--- src/rtl/svfloat_muldiv_sched.sv ---
// ============================================================================
// Module      : svfloat_muldiv_sched
// Description : Round-robin scheduler that feeds NREQ requesters into one
//               fixed-latency float32 mul/div unit and returns tagged results
//               through an in-order response FIFO with credit-based issue.
// Revision    : 1.0 - initial release
// ============================================================================
`default_nettype none

module svfloat_muldiv_sched #(
    parameter int NREQ    = 4,
    parameter int LATENCY = 2,
    parameter int DEPTH   = 4
) (
    input  logic                    clk,
    input  logic                    rst_n,
    input  logic [NREQ-1:0]         req_valid,
    output logic [NREQ-1:0]         req_ready,
    input  logic [NREQ-1:0]         req_div,
    input  logic [NREQ*32-1:0]      req_lhs,
    input  logic [NREQ*32-1:0]      req_rhs,
    output logic                    fu_valid,
    output logic                    fu_div,
    output logic [31:0]             fu_lhs,
    output logic [31:0]             fu_rhs,
    input  logic [31:0]             fu_result,
    output logic                    rsp_valid,
    input  logic                    rsp_ready,
    output logic [$clog2(NREQ)-1:0] rsp_id,
    output logic [31:0]             rsp_result,
    output logic                    busy
);

    localparam int c_IDW = $clog2(NREQ);
    localparam int c_AW  = $clog2(DEPTH);
    localparam int c_CW  = $clog2(DEPTH + 1);
    localparam logic [c_IDW:0] c_NREQ  = (c_IDW + 1)'(NREQ);
    localparam logic [c_CW:0]  c_DEPTH = (c_CW + 1)'(DEPTH);

    logic [c_IDW-1:0]                r_ptr;
    logic [c_CW-1:0]                 r_inflight;
    logic [c_CW-1:0]                 r_count;
    logic [c_AW-1:0]                 r_wp;
    logic [c_AW-1:0]                 r_rp;
    logic [LATENCY-1:0]              r_pv;
    logic [LATENCY-1:0][c_IDW-1:0]   r_pid;
    logic [c_IDW+31:0]               r_mem [DEPTH];

    logic [NREQ-1:0]  w_rot;
    logic             w_found;
    logic [c_IDW-1:0] w_off;
    logic [c_IDW:0]   w_sum;
    logic [c_IDW-1:0] w_gidx;
    logic [c_CW:0]    w_occ;
    logic             w_credit;
    logic             w_issue;
    logic             w_push;
    logic             w_pop;

    // Rotate so that bit 0 is the requester at the round-robin pointer.
    assign w_rot = NREQ'({req_valid, req_valid} >> r_ptr);

    always_comb begin
        w_found = 1'b0;
        w_off   = '0;
        for (int k = 0; k < NREQ; k++) begin
            if (!w_found && w_rot[k]) begin
                w_found = 1'b1;
                w_off   = c_IDW'(k);
            end
        end
    end

    assign w_sum    = {1'b0, r_ptr} + {1'b0, w_off};
    assign w_gidx   = (w_sum >= c_NREQ) ? c_IDW'(w_sum - c_NREQ) : w_sum[c_IDW-1:0];

    // Credit uses registered occupancy only, so a pop frees a slot next cycle.
    assign w_occ    = {1'b0, r_inflight} + {1'b0, r_count};
    assign w_credit = (w_occ < c_DEPTH);
    assign w_issue  = rst_n & w_found & w_credit;

    assign req_ready = w_issue ? (NREQ'(1) << w_gidx) : '0;
    assign fu_valid  = w_issue;
    assign fu_div    = w_issue & req_div[w_gidx];
    assign fu_lhs    = w_issue ? req_lhs[{w_gidx, 5'd0} +: 32] : 32'h0;
    assign fu_rhs    = w_issue ? req_rhs[{w_gidx, 5'd0} +: 32] : 32'h0;

    assign w_push     = r_pv[LATENCY-1];
    assign rsp_valid  = (r_count != '0);
    assign w_pop      = rsp_valid & rsp_ready;
    assign rsp_id     = rsp_valid ? r_mem[r_rp][c_IDW+31:32] : '0;
    assign rsp_result = rsp_valid ? r_mem[r_rp][31:0] : 32'h0;
    assign busy       = (r_inflight != '0) | (r_count != '0);

    always_ff @(posedge clk or negedge rst_n) begin
        if (!rst_n) begin
            r_ptr <= '0;
        end else if (w_issue) begin
            r_ptr <= (w_gidx == c_IDW'(NREQ - 1)) ? '0 : w_gidx + 1'b1;
        end
    end

    // Tag pipeline mirrors the unit latency; clearing it drops in-flight work.
    always_ff @(posedge clk or negedge rst_n) begin
        if (!rst_n) begin
            r_pv  <= '0;
            r_pid <= '0;
        end else begin
            r_pv[0]  <= w_issue;
            r_pid[0] <= w_gidx;
            for (int s = 1; s < LATENCY; s++) begin
                r_pv[s]  <= r_pv[s-1];
                r_pid[s] <= r_pid[s-1];
            end
        end
    end

    always_ff @(posedge clk or negedge rst_n) begin
        if (!rst_n) begin
            r_inflight <= '0;
            r_count    <= '0;
            r_wp       <= '0;
            r_rp       <= '0;
        end else begin
            case ({w_issue, w_push})
                2'b10:   r_inflight <= r_inflight + 1'b1;
                2'b01:   r_inflight <= r_inflight - 1'b1;
                default: r_inflight <= r_inflight;
            endcase
            case ({w_push, w_pop})
                2'b10:   r_count <= r_count + 1'b1;
                2'b01:   r_count <= r_count - 1'b1;
                default: r_count <= r_count;
            endcase
            if (w_push) r_wp <= r_wp + 1'b1;
            if (w_pop)  r_rp <= r_rp + 1'b1;
        end
    end

    always_ff @(posedge clk) begin
        if (w_push) r_mem[r_wp] <= {r_pid[LATENCY-1], fu_result};
    end

endmodule

`default_nettype wire

--- config.mk ---
export PLATFORM = sky130hd
export DESIGN_NAME = svfloat_muldiv_sched
export DESIGN_NICKNAME = d
export VERILOG_FILES = /design/src/rtl/svfloat_muldiv_sched.sv
export SDC_FILE = /design/constraint.sdc
export NUM_CORES = 1
export LEC_CHECK = 0
export ABC_AREA = 0
export ABC_CLOCK_PERIOD_IN_PS = 7400
export CORE_AREA = 4 4 154 156
export DETAILED_ROUTE_END_ITERATION = 10
export DIE_AREA = 0 0 158 160
export GPL_ROUTABILITY_DRIVEN = 0
export PLACE_DENSITY = 0.78
export REMOVE_ABC_BUFFERS = 1
export SLEW_MARGIN = 20
export SYNTH_ARGS = -nofsm -noshare
export SYNTH_HDL_FRONTEND = slang
export SYNTH_SLANG_ARGS = --single-unit
--- constraint.sdc ---
create_clock -name clk -period 7.4 [get_ports clk]
set_clock_uncertainty 0.2 [all_clocks]
set_input_delay 0.74 -clock clk [delete_from_list [all_inputs] [get_ports clk]]
set_output_delay 0.74 -clock clk [all_outputs]
set_load 0.05 [all_outputs]
==> run_results.csv, run 1 <==
group,metric,value,unit
power_and_ir_drop,intPower,3.19,mW
yosys,yosys.area.top_type,"edfxtp_1",
yosys,yosysUniqueCellTypes,44,
global_routing,grt_pass1_vias,7378,
power_and_ir_drop,p_total,6.32,mW
timing,fin_ws,1.45,ns
timing,slew_viol_final,0,
power_and_ir_drop,power.share.sequential,19.1,%
power_and_ir_drop,combPwrFrac,67.7,%
clocking,clockRootBuffer,"clkbuf_16",
timing,slew_headroom,21.4,%
timing,tns,0,ns
yosys,avgSynthCellArea,14.3,um2
clocking,tritoncts,"done",
power_and_ir_drop,cellPowerDensity,455,nW/um2
power_and_ir_drop,p_leak,4.72,nW
floorplan,io_pins,405,
floorplan,rows,55,
clocking,htree_levels,4,
clocking,cts.sinks,154,
worst_setup_path,crit_type,"primary input to primary output",
power_and_ir_drop,pwr-share-clk,13.2,%
global_routing,overflow,0,
clocking,clockBufferDepth,2,
timing,max_freq,168,MHz
yosys,syn_inst,633,
placed_design,port_buffers,404,
floorplan,die-area,25300,um2
routing,antenna_left,0,
timing,period_share,80.4,%
cells_and_area,multi_input_area,4150,um2
clocking,cts_hold_buf,0,
yosys,synth_fa_ha_area_share,2.24,%
timing,finalHoldViolations,0,
routing,vias,7259,
routing,drc,0,
yosys,yosysMostFrequentCell,"edfxtp_1",
yosys,syn_area,9050,um2
worst_setup_path,crit_path_start_kind,"primary input",
yosys,ys_warn_count,0,
cells_and_area,drive_gt1_share,15.8,%
routing,wl_per_cell,26.2,um
clocking,clock_latency,0.42,ns
global_routing,grt_max_degree,72,
yosys,synth-compound-area-share,17.0,%
floorplan,core-area,22400,um2
routing,totalWireLength,34300,um
timing,setup_viol,0,
yosys,synth_edf_count,136,
run,cap_viol_max_count,0,
placed_design,pre_cts_slack,1.43,ns
power_and_ir_drop,vdd_ir_drop_max,306,uV
timing,rsz0062_at_grt,"false",
power_and_ir_drop,sw_frac_of_total,49.5,%
global_routing,antenna_found_initial,8,
yosys,synth.top_cells.by_count,"edfxtp_1, mux2i_1, nor2b_1",
worst_setup_path,crit_fanout,37,
routing,dr.pass1.iters,5,
clocking,clkTransAtPathRegs,0.06,ns
cells_and_area,nNetsFinal,1325,
routing,viasPerCell,5.55,
clocking,postCtsSetupBuffers,0,
routing,dr.first_iter.drc_count,494,
global_routing,track_usage,26.3,%
yosys,ys_top_cells_by_area,"edfxtp_1, mux4_2, mux2i_1, a211oi_2, a2111oi_2",
worst_setup_path,cp.required,6.46,ns
cells_and_area,seqCellArea,4540,um2
yosys,synth-simple-area-share,9.31,%
floorplan,die_x,158,um
floorplan,die_y,160,um
worst_hold_path,hold_class,"flop to flop",
yosys,ys_seq_area_share,50.1,%
timing,hold_ws,0.147,ns
cells_and_area,fillers,1753,
clocking,cts_resized,0,
yosys,synth_xor_area_share,0.968,%
yosys,synthMuxAreaShare,15.9,%
global_routing,grt_pass1_wl,48400,um
floorplan,initial_core_util,40.4,%
yosys,synth_top_family_by_area,"compound AO/OA/AOI/OAI gates",
placed_design,dp_hpwl,26300,um
run_status,status,"finished clean",
cells_and_area,syn2layout_area_growth,53.4,%
yosys,synth-main-ff-cell,"edfxtp_1",
yosys,synth_top_cell_area_share,45.1,%
worst_setup_path,critPathArrivalTime,5.01,ns
clocking,cts_buffers,17,
timing,min_period,5.95,ns
yosys,ys_ff_latch,154,
timing,worstMarginPinSlew,1.15,ns
yosys,synthArstFlopShare,11.7,%
power_and_ir_drop,switching_power,3.13,mW
worst_setup_path,setup.worst_path.end_class,"primary output",
-- cell type report --
cell class / count / share of cell area (%)
multi-input cells: 403 / 29.9
clock buffers: 19 / 3.12
diodes: 2 / 0.0361
repair buffers: 422 / 30.4
flip-flops and latches: 154 / 32.7
clock inverters: 10 / 0.929
well taps: 285 / 2.57
inverters: 13 / 0.352
-- state kept, by name (all words and copies together) (netlist names) --
name and count:
r_count 3, r_inflight 3, r_mem 136, r_pid 4, r_ptr 2, r_pv 2, r_rp 2, r_wp 2
-- metal layers --
metal | wire length, um | vias to the layer above | GRT usage, %
li1 | - | 3289 | -
met1 | 13300 | 3590 | 33.2
met2 | 16300 | 336 | 40.9
met3 | 4130 | 38 | 13.4
met4 | 514 | 6 | 5.31
met5 | 38 | - | 0
-- cells in the final DEF, fill, tap and decap left out, types with 11 or more instances in the layout --
cell and n:
inv_1 11, a211oi_1 25, clkbuf_16 17, a2111oi_2 31, edfxtp_1 136, dfrtp_1 17
clkdlybuf4s50_1 404, buf_4 15, mux4_2 34, ha_1 12, a211oi_2 40, mux2i_1 67
and2_1 39, nor2b_1 66, a2111oi_0 25
-- power groups by stage --
stage | clock network (mW) | logic, mW | registers (mW)
after floorplan | 0 | 2.96 | 1.24
after global placement | 0 | 4.25 | 1.21
after detailed placement | 0 | 4.27 | 1.22
after CTS | 0.848 | 4.29 | 1.21
after global routing | 0.889 | 4.51 | 1.22
final | 0.835 | 4.28 | 1.20
-- cells by family (layout without fill, tap and decap cells) --
group / after synthesis / in the layout
other: 0 / 2
buffers and inverters: 76 / 464
AOI/OAI and AO/OA: 141 / 141
xor gates and xnor gates: 10 / 10
muxes: 101 / 101
adders and majority gates: 15 / 15
and+or+nand+nor: 136 / 136
DFF: 154 / 154
-- stage by stage --
step / utilization, % / std cells / cell area, um2
3_5_place_dp: 59.5 / 1277 / 13300
6_report: 62.0 / 1308 / 13900
4_1_cts: 62.0 / 1306 / 13900
2_1_floorplan: - / 570 / 8690
5_1_grt: 62.0 / 1308 / 13900
3_3_place_gp: 59.5 / 1277 / 13300
-- worst paths after layout --
check	startpoint	end	slack, ns	depth (start not counted)
setup reg to reg	r_inflight[2]	r_inflight[2]	3.98	10
min in group asynchronous	rst_n	r_pid[1]	0.46	2
setup / recovery	req_valid[0]	fu_lhs[0]	1.45	13
hold / removal	r_pv[0]	r_pv[1]	0.15	0
hold reg to reg	r_pv[0]	r_pv[1]	0.15	0
max in group asynchronous	rst_n	r_rp[0]	6.32	2
-- critical path, stage by stage --
cell,delay (ns)
clkdlybuf4s50_1,0.52
inv_1,0.10
o21ai_0,0.18
a21oi_1,0.09
o31a_1,0.31
ha_4,0.16
xnor2_1,0.27
and4_4,0.67
nor2_4,0.09
inv_2,0.64
buf_4,0.35
a211oi_1,0.11
clkdlybuf4s50_1,0.74
Note: power is estimated with default switching activity, not from simulation.
==> inputs of run 2 (changes only) <==
--- a/config.mk
+++ b/config.mk
@@ -6,12 +6,12 @@
 export NUM_CORES = 1
 export LEC_CHECK = 0
 export ABC_AREA = 0
-export ABC_CLOCK_PERIOD_IN_PS = 7400
-export CORE_AREA = 4 4 154 156
+export ABC_CLOCK_PERIOD_IN_PS = 5800
+export CORE_AREA = 4 4 155 157
 export DETAILED_ROUTE_END_ITERATION = 10
-export DIE_AREA = 0 0 158 160
+export DIE_AREA = 0 0 159 161
 export GPL_ROUTABILITY_DRIVEN = 0
-export PLACE_DENSITY = 0.78
+export PLACE_DENSITY = 0.77
 export REMOVE_ABC_BUFFERS = 1
 export SLEW_MARGIN = 20
 export SYNTH_ARGS = -nofsm -noshare
==> constraint.sdc (replaced) <==
create_clock -name clk -period 5.8 [get_ports clk]
set_clock_uncertainty 0.2 [all_clocks]
set_input_delay 0.58 -clock clk [delete_from_list [all_inputs] [get_ports clk]]
set_output_delay 0.58 -clock clk [all_outputs]
set_load 0.05 [all_outputs]
==> run 2 against run 1 <==
Net effect: first-iteration DRC count down 6.3%; sequential power up 31%; critical path depth down 1; total power up 26%; utilization down 0.51 points; design area down 0.22%; via count down 0.76%; critical path type unchanged.
==> run_results.csv, run 2 (synthesis results as in run 1) <==
group,metric,value,unit
worst_hold_path,hold_class,"flop to flop",
worst_setup_path,critPathArrivalTime,4.30,ns
clocking,cts.sinks,154,
routing,vias,7204,
timing,slew_headroom,36.7,%
timing,hold_ws,0.148,ns
routing,antenna_left,0,
floorplan,die_x,159,um
placed_design,port_buffers,404,
run_status,status,"finished clean",
floorplan,initial_core_util,40.2,%
power_and_ir_drop,cellPowerDensity,573,nW/um2
timing,min_period,5.08,ns
global_routing,grt_pass1_wl,48600,um
clocking,cts_resized,0,
clocking,clkTransAtPathRegs,0.06,ns
worst_setup_path,crit_type,"primary input to primary output",
timing,rsz0062_at_grt,"false",
routing,viasPerCell,5.48,
floorplan,die_y,161,um
power_and_ir_drop,vdd_ir_drop_max,322,uV
routing,dr.first_iter.drc_count,463,
routing,dr.pass1.iters,5,
worst_setup_path,cp.required,5.02,ns
global_routing,grt_pass1_vias,7376,
clocking,clockRootBuffer,"clkbuf_16",
cells_and_area,drive_gt1_share,18.8,%
placed_design,dp_hpwl,26100,um
global_routing,overflow,0,
cells_and_area,regMostFlops,"r_mem",
clocking,cts_hold_buf,0,
run,cap_viol_max_count,0,
timing,max_freq,197,MHz
clocking,postCtsSetupBuffers,0,
floorplan,die-area,25600,um2
global_routing,grt_max_degree,65,
clocking,cts_buffers,17,
floorplan,core-area,22500,um2
timing,period_share,87.6,%
global_routing,antenna_found_initial,11,
cells_and_area,largest_reg_flops,136,
timing,setup_viol,0,
cells_and_area,syn2layout_area_growth,53.1,%
timing,worstMarginPinSlew,0.950,ns
worst_setup_path,setup.worst_path.end_class,"primary output",
worst_setup_path,crit_path_start_kind,"primary input",
worst_setup_path,rr_worst_depth,9,
clocking,clock_latency,0.41,ns
timing,slew_viol_final,0,
floorplan,io_pins,405,
cells_and_area,seqCellArea,4540,um2
cells_and_area,stdcell_count,1315,
worst_hold_path,whs_path_depth,0,
timing,fin_ws,0.718,ns
cells_and_area,layout_commonest_cell,"clkdlybuf4s50_1",
cells_and_area,multi_input_area,4150,um2
cells_and_area,final_cell_mix,"clkdlybuf4s50_1, edfxtp_1, mux2i_1",
placed_design,place_inst,1278,
cells_and_area,top_regs,"r_mem x136, r_pid x4",
global_routing,track_usage,25.4,%
worst_setup_path,crit_fanout,22,
floorplan,rows,55,
clocking,htree_levels,4,
power_and_ir_drop,p_leak,4.77,nW
cells_and_area,final_util,61.5,%
placed_design,pre_cts_slack,0.758,ns
clocking,tritoncts,"done",
timing,finalHoldViolations,0,
clocking,clockBufferDepth,2,
cells_and_area,fillers,1762,
cells_and_area,nNetsFinal,1326,
routing,drc,0,
routing,totalWireLength,33900,um
routing,wl_per_cell,25.8,um
## run 2: layout make-up
class	count	share of cell area, %
sequential	154	32.8
timing repair buffer	423	30.3
multi-input combinational	403	30.0
clock buffer	18	3.10
tap	285	2.58
clock inverter	14	0.804
inverter	13	0.361
antenna	5	0.0904
## run 2: power by group
| part | internal, mW | switching, mW | leakage (nW) |
|---|---|---|---|
| sequential | 1.41 | 0.158 | 1.44 |
| combinational | 2.01 | 3.36 | 3.07 |
| clock | 0.555 | 0.437 | 0.259 |
## run 2: worst max-delay path, stage by stage
cell	delay (ns)
clkdlybuf4s50_1	0.53
inv_1	0.10
o21ai_0	0.16
a21oi_1	0.09
o31a_1	0.31
ha_4	0.17
xnor2_1	0.28
and4_4	0.55
buf_4	0.29
a2111oi_0	0.09
a211oi_1	0.27
clkdlybuf4s50_1	0.86
## run 2: routing by layer
| layer | vias to the layer above | wire, um | global-route usage (%) |
|---|---|---|---|
| met4 | 14 | 569 | 6.27 |
| met1 | 3483 | 12800 | 31.2 |
| met3 | 43 | 4310 | 12.7 |
| met5 | - | 79 | 0 |
| met2 | 359 | 16200 | 40.4 |
| li1 | 3305 | - | - |
## run 2: path summary, 6_finish.rpt
check | startpoint | endpoint | slack, ns
worst max-delay path | req_valid[0] | fu_rhs[23] | 0.72
worst min-delay path | r_pid[1] | r_pid[3] | 0.15
worst max register to register | r_ptr[1] | r_ptr[0] | 2.89
worst min register to register | r_pid[1] | r_pid[3] | 0.15
max in group asynchronous | rst_n | r_rp[0] | 4.89
min in group asynchronous | rst_n | r_count[0] | 0.29
## run 2: per-stage QoR
stage / total power, mW / setup TNS, ns / cell area [um2]
CTS: 7.97 / 0 / 13800
global placement: 6.94 / 0 / 13300
detailed placement: 6.97 / 0 / 13300
floorplan: 5.09 / -150.43 / 8690
global route: 8.34 / 0 / 13800
finish: 7.93 / 0 / 13800
